<file path="src/rtl/lbp_result_writer.sv">
// Result writer for the LBP engine: queues interior results in a small FIFO,
// commits them over a req/ack memory port, then writes the 508 image border pixels.
module lbp_result_writer #(
    parameter int          FIFO_DEPTH = 4,
    parameter logic [7:0]  BORDER_VAL = 8'd0
) (
    input  logic        clk,
    input  logic        reset,
    input  logic [13:0] lbp_addr,
    input  logic        lbp_valid,
    input  logic [7:0]  lbp_data,
    input  logic        lbp_finish,
    output logic [13:0] mem_addr,
    output logic [7:0]  mem_wdata,
    output logic        mem_wen,
    input  logic        mem_ack,
    output logic        ovf,
    output logic        done
);

    localparam int AW = (FIFO_DEPTH > 1) ? $clog2(FIFO_DEPTH) : 1;
    localparam logic [AW:0] PTR_ONE = {{AW{1'b0}}, 1'b1};

    typedef enum logic [1:0] {
        S_RUN    = 2'd0,
        S_FLUSH  = 2'd1,
        S_BORDER = 2'd2,
        S_DONE   = 2'd3
    } state_e;

    state_e       state_q;
    logic         finish_q;
    logic         ovf_q;
    logic         done_q;
    logic [AW:0]  wr_ptr_q;
    logic [AW:0]  rd_ptr_q;
    logic [1:0]   seg_q;
    logic [6:0]   pos_q;
    logic [13:0]  fifo_addr_q [FIFO_DEPTH];
    logic [7:0]   fifo_data_q [FIFO_DEPTH];

    logic         fifo_empty_s;
    logic         fifo_full_s;
    logic         fifo_src_s;
    logic         push_s;
    logic         pop_s;
    logic         drop_s;
    logic [13:0]  border_addr_s;

    // Segments: 0 top row, 1 bottom row, 2 left column, 3 right column.
    function automatic logic [13:0] border_addr(input logic [1:0] seg, input logic [6:0] pos);
        logic [13:0] a;
        case (seg)
            2'd0:    a = {7'd0, pos};
            2'd1:    a = {7'd127, pos};
            2'd2:    a = {pos, 7'd0};
            2'd3:    a = {pos, 7'd127};
            default: a = 14'd0;
        endcase
        return a;
    endfunction

    // FIFO status, handshake qualifiers and output port decode.
    always_comb begin
        fifo_empty_s  = (wr_ptr_q == rd_ptr_q);
        fifo_full_s   = (wr_ptr_q[AW] != rd_ptr_q[AW]) &&
                        (wr_ptr_q[AW-1:0] == rd_ptr_q[AW-1:0]);
        fifo_src_s    = (state_q == S_RUN) || (state_q == S_FLUSH);
        pop_s         = fifo_src_s && !fifo_empty_s && mem_ack;
        push_s        = lbp_valid && (state_q == S_RUN) && (!fifo_full_s || pop_s);
        drop_s        = lbp_valid && !push_s;
        border_addr_s = border_addr(seg_q, pos_q);
        mem_wen       = 1'b0;
        mem_addr      = 14'd0;
        mem_wdata     = 8'd0;
        if (state_q == S_BORDER) begin
            mem_wen   = 1'b1;
            mem_addr  = border_addr_s;
            mem_wdata = BORDER_VAL;
        end else if (fifo_src_s && !fifo_empty_s) begin
            mem_wen   = 1'b1;
            mem_addr  = fifo_addr_q[rd_ptr_q[AW-1:0]];
            mem_wdata = fifo_data_q[rd_ptr_q[AW-1:0]];
        end else begin
            mem_wen   = 1'b0;
        end
        ovf  = ovf_q;
        done = done_q;
    end

    // FIFO storage; contents are only meaningful between the pointers.
    always_ff @(posedge clk) begin
        if (push_s) begin
            fifo_addr_q[wr_ptr_q[AW-1:0]] <= lbp_addr;
            fifo_data_q[wr_ptr_q[AW-1:0]] <= lbp_data;
        end
    end

    // Control FSM, FIFO pointers, border generator and sticky flags.
    always_ff @(posedge clk or posedge reset) begin
        if (reset) begin
            state_q  <= S_RUN;
            finish_q <= 1'b0;
            ovf_q    <= 1'b0;
            done_q   <= 1'b0;
            wr_ptr_q <= {(AW+1){1'b0}};
            rd_ptr_q <= {(AW+1){1'b0}};
            seg_q    <= 2'd0;
            pos_q    <= 7'd0;
        end else begin
            if (push_s) begin
                wr_ptr_q <= wr_ptr_q + PTR_ONE;
            end
            if (pop_s) begin
                rd_ptr_q <= rd_ptr_q + PTR_ONE;
            end
            if (drop_s) begin
                ovf_q <= 1'b1;
            end
            case (state_q)
                S_RUN: begin
                    if (lbp_finish) begin
                        finish_q <= 1'b1;
                    end
                    if (finish_q) begin
                        state_q <= S_FLUSH;
                    end
                end
                S_FLUSH: begin
                    if (fifo_empty_s) begin
                        state_q <= S_BORDER;
                    end
                end
                S_BORDER: begin
                    if (mem_ack) begin
                        case (seg_q)
                            2'd0: begin
                                if (pos_q == 7'd127) begin
                                    seg_q <= 2'd1;
                                    pos_q <= 7'd0;
                                end else begin
                                    pos_q <= pos_q + 7'd1;
                                end
                            end
                            2'd1: begin
                                // Columns skip the corners already written by the rows.
                                if (pos_q == 7'd127) begin
                                    seg_q <= 2'd2;
                                    pos_q <= 7'd1;
                                end else begin
                                    pos_q <= pos_q + 7'd1;
                                end
                            end
                            2'd2: begin
                                if (pos_q == 7'd126) begin
                                    seg_q <= 2'd3;
                                    pos_q <= 7'd1;
                                end else begin
                                    pos_q <= pos_q + 7'd1;
                                end
                            end
                            default: begin
                                if (pos_q == 7'd126) begin
                                    state_q <= S_DONE;
                                    done_q  <= 1'b1;
                                end else begin
                                    pos_q <= pos_q + 7'd1;
                                end
                            end
                        endcase
                    end
                end
                S_DONE: begin
                    done_q <= 1'b1;
                end
                default: begin
                    state_q <= S_RUN;
                end
            endcase
        end
    end

endmodule

</file>
<file path="config.mk">
export PLATFORM = sky130hd
export DESIGN_NAME = lbp_result_writer
export DESIGN_NICKNAME = d
export VERILOG_FILES = /design/src/rtl/lbp_result_writer.sv
export SDC_FILE = /design/constraint.sdc
export NUM_CORES = 1
export LEC_CHECK = 0
export BUFFER_PORTS_ARGS = -buffer_cell sky130_fd_sc_hd__buf_4
export CAP_MARGIN = 30
export CORE_UTILIZATION = 45
export CTS_CLUSTER_DIAMETER = 150
export DETAILED_ROUTE_END_ITERATION = 8
export REMOVE_ABC_BUFFERS = 1
export SYNTH_ARGS = -nofsm -noshare
export SYNTH_HDL_FRONTEND = slang
export SYNTH_SLANG_ARGS = --single-unit
</file>
<file path="constraint.sdc">
create_clock -name clk -period 3.15 [get_ports clk]
set_input_delay 0.7875 -clock clk [delete_from_list [all_inputs] [get_ports clk]]
set_output_delay 0.7875 -clock clk [all_outputs]
set_load 0.02 [all_outputs]
</file>
==> metrics.md <==
| Metric | Value |
|---|---|
| Status | `completed` |
| CTS root buf | `clkbuf_8` |
| Initial antenna violation count | `0` |
| Post-Syn Area | `4880 sq um` |
| Post-route cell area | `roughly 5600 sq um` |
| Vias in the first global route | `2828` |
| Final-stage net count | `423` |
| Max-Cap Viols | `0` |
| TritonCTS buffer count | `9` |
| Setup Buffers After CTS | `0` |
| Worst slew pin tran | `0.814 ns` |
| Total GRT Usage | `0.179` |
| Post-layout util | `0.542` |
| Ys Warns | `0` |
| Die Width | `106 um` |
| Worst hold path type | `flip-flop to flip-flop` |
| CP Capture Type | `output port` |
| Share of layout cells above drive strength 1 | `0.277` |
| Core ar. | `10400 sq um` |
| Peak supply drop | `0.431 mV` |
| Area Growth Syn to Fin | `15.7%` |
| Die height | `roughly 110 um` |
| ANT nets after route | `0` |
| Iter 0 DRT Violations | `130` |
| RR Endpoint | `pos_q[3]` |
| Clk slew on worst S/H paths | `0.11 ns` |
| Worst Setup EP | `mem_addr[2]` |
| Slew headroom | `0.457` |
| R2R setup slack | `slightly above 0.6 ns` |
| Max-slew violations | `0` |
| Vias | `2779` |
| DRT Wirelength | `9220 um` |
| WP buf/inv | `2` |
| Placed inst area | `~5500 sq um` |
| Req. time, crit path | `2.36 ns` |
| Critical Path Most Common Cell | `o21ai_0` |
| Detailed placer's ending HPWL | `~6000 um` |
| DRT Pass-1 Iters | `4` |
| Crit path launch | `seg_q[1]` |
| Clock H-tree levels | `3` |
| Syn_area_per_cell | `15.2 sq um` |
| Synth cell types | `just over 40` |
| Routability congestion estimate | `around 0.80` |
| PortBufs | `51` |
| PD cells | `a little over 900 nW/um^2` |
| Final hold vios | `0` |
| Switching Fraction | `0.395` |
| # setup viols final | `0` |
| Synth Instances | `between 300 and 400` |
| Fin crit period | `2.93 ns` |
| Clock sink count | `around 110` |
| DP Cell Count | `504` |
| First-pass GRT wire length | `about 15000 um` |
| Die Area | `11300 sq um` |
| Levels on crit path | `5` |
| R2R cell count | `6` |
| I/O pin count | `52` |
| Worst-skew pair later-pin latency | `0.35 ns` |
| Seq/Total Area, Yosys | `0.644` |
| Crit Path Class | `flip-flop to output port` |
| Avg Vias per Cell | `around 5.4` |
| Initial Util | `0.469` |
| Clock Skew | `0.0118 ns` |
| Reg2reg start | `seg_q[1]` |
| Achievable frequency | `341 MHz` |
| Sw Pwr | `0.00207 W` |
| CP max stage delay | `0.66 ns` |
| Worst Path Arrival | `2.14 ns` |
| Int Pwr | `between 0.003 and 0.004 W` |
| Accumulated negative setup slack | `0 ns` |
| CP max FO | `18` |
| Crit path max-delay family | `flip-flops` |
| Sequential Power Share | `0.368` |
| Highest-delay cell along the critical path | `dfrtp_1` |
| Drt wl/cell | `17.8 um` |
| Final non-filler cell total | `519` |
| Leakage | `2.11 nW` |
| Worst hold slack | `0.466 ns` |
| Antenna cells | `0` |
| Period Utilization, post-route | `0.930` |
| Gr ovfl total | `0` |
| TritonCTS clock tree | `built` |
| Logic pwr share | `0.481` |
| Synthesized flop and latch total | `108` |
| Largest net degree at the start of global routing | `26` |
| Clk pwr share | `0.150` |
| CP Cell Sequence | `inv_1, nor2_1, o21ai_0, o21ai_0, buf_4` |
| CP startpoint kind | `flip-flop` |
| DRC | `0` |
| Row count | `37` |
| Unrepaired setup endpoints after global routing | `no` |
| Maximum clock path buffer count | `2` |
==> through the flow <==
stage               total power, W  worst slack (ns)
floorplan                  0.00356            -0.345
finish                     0.00524             0.221
CTS                        0.00528            0.0978
global placement           0.00446             0.608
global route               0.00559            0.0274
detailed placement         0.00450             0.512
==> synthesized netlist by cell type (all sizes together) <==
cell type | instances | area (sq um)
o211ai | 2 | 15.0
mux4 | 22 | 495
nand2 | 9 | 33.8
and2 | 11 | 68.8
nor2b | 7 | 43.8
o31ai | 1 | 7.51
o22ai | 1 | 6.26
a32oi | 1 | 8.76
nor4b | 1 | 23.8
and3 | 8 | 50.1
o21bai | 2 | 15.0
dfrtp | 20 | 500
a21o | 2 | 15.0
o31a | 2 | 17.5
a41oi | 1 | 8.76
mux2 | 3 | 41.3
a211o | 1 | 8.76
ha | 17 | 213
xor2 | 2 | 17.5
nand3 | 8 | 40.0
buf | 5 | 25.0
nor2 | 8 | 30.0
a22oi | 2 | 15.0
or4 | 1 | 7.51
inv | 28 | 105
a221oi | 1 | 8.76
mux2i | 2 | 20.0
clkbuf | 7 | 26.3
a2111oi | 1 | 8.76
and4 | 1 | 11.3
or3 | 4 | 25.0
edfxtp | 88 | 2640
a31oi | 2 | 27.5
a21oi | 1 | 5.00
nor3 | 3 | 15.0
or2 | 1 | 6.26
o21ai | 36 | 180
nand4 | 1 | 21.3
xnor2 | 8 | 70.1
==> layout by cell type, fill, tap and decap left out, types with 9 or more instances in the layout <==
cell	count
ha_1	16
clkbuf_8	9
and2_1	11
inv_1	28
mux4_2	22
dfrtp_1	20
o21ai_0	35
edfxtp_1	88
buf_4	58
==> cells by family after synthesis <==
logic type               Yosys count  synth area share
AO/OA/AOI/OAI                     56            0.0713
flip-flops                       108             0.644
adder cells (fa/ha/maj)           17            0.0436
buffers and inverters             40            0.0320
AND/OR/NAND/NOR                   63            0.0772
XOR/XNOR                          10            0.0179
multiplexers                      27             0.114
==> power groups by stage <==
stage,registers (W),clock network [W],logic (W)
6_report,0.00193,0.000786,0.00252
5_1_grt,0.00196,0.000864,0.00276
4_1_cts,0.00193,0.000805,0.00255
3_5_place_dp,0.00196,0,0.00254
3_3_place_gp,0.00195,0,0.00251
2_1_floorplan,0.00201,0,0.00155
==> worst reg2reg max path, delay by kind of cell, from the launching register on <==
family                     cells  cell delay [ns]
adders and majority gates      1             0.27
DFF                            1             0.66
AOI/OAI and AO/OA              3             0.91
and+or+nand+nor                1             0.40
buffers and inverters          1             0.21
==> worst min-delay path by stage <==
| stage | startpoint | to | slack, ns | cells past startpoint |
|---|---|---|---|---|
| 2_1_floorplan | finish_q | finish_q | 0.43 | 1 |
| 3_3_place_gp | finish_q | finish_q | 0.44 | 1 |
| 3_5_place_dp | finish_q | finish_q | 0.45 | 1 |
| 4_1_cts | finish_q | finish_q | 0.48 | 1 |
| 5_1_grt | ovf | ovf | 0.51 | 1 |
| 6_report | finish_q | finish_q | 0.47 | 1 |
==> final cells by class <==
cell class                 instances  area, sq um
fill                             882         4770
sequential                       108         3140
multi-input combinational        173         1590
timing repair buffer              59          455
tap                              136          170
clock buffer                       9          124
inverter                          28          105
clock inverter                     6         61.3
==> layer usage <==
layer / vias up / track usage / wire length [um]
met4: 0 / 0.0635 / 114
li1: 1320 / - / -
met5: - / 0 / 0
met3: 9 / 0.0307 / 323
met1: 1394 / 0.249 / 4140
met2: 56 / 0.284 / 4650
==> flip-flops by register name, indices dropped and copies added, names as in the netlist <==
signal and cells:
state_q 2, seg_q 2, finish_q 1, fifo_data_q 32
pos_q 7, ovf 1, wr_ptr_q 3, fifo_addr_q 56
done 1, rd_ptr_q 3
==> timing repair <==
action                     4_1_cts  5_1_grt
hold buffers                     0        0
setup endpoints to repair        0       14
gates resized for setup          0        3
No activity file was read; power rests on OpenSTA's default activity.
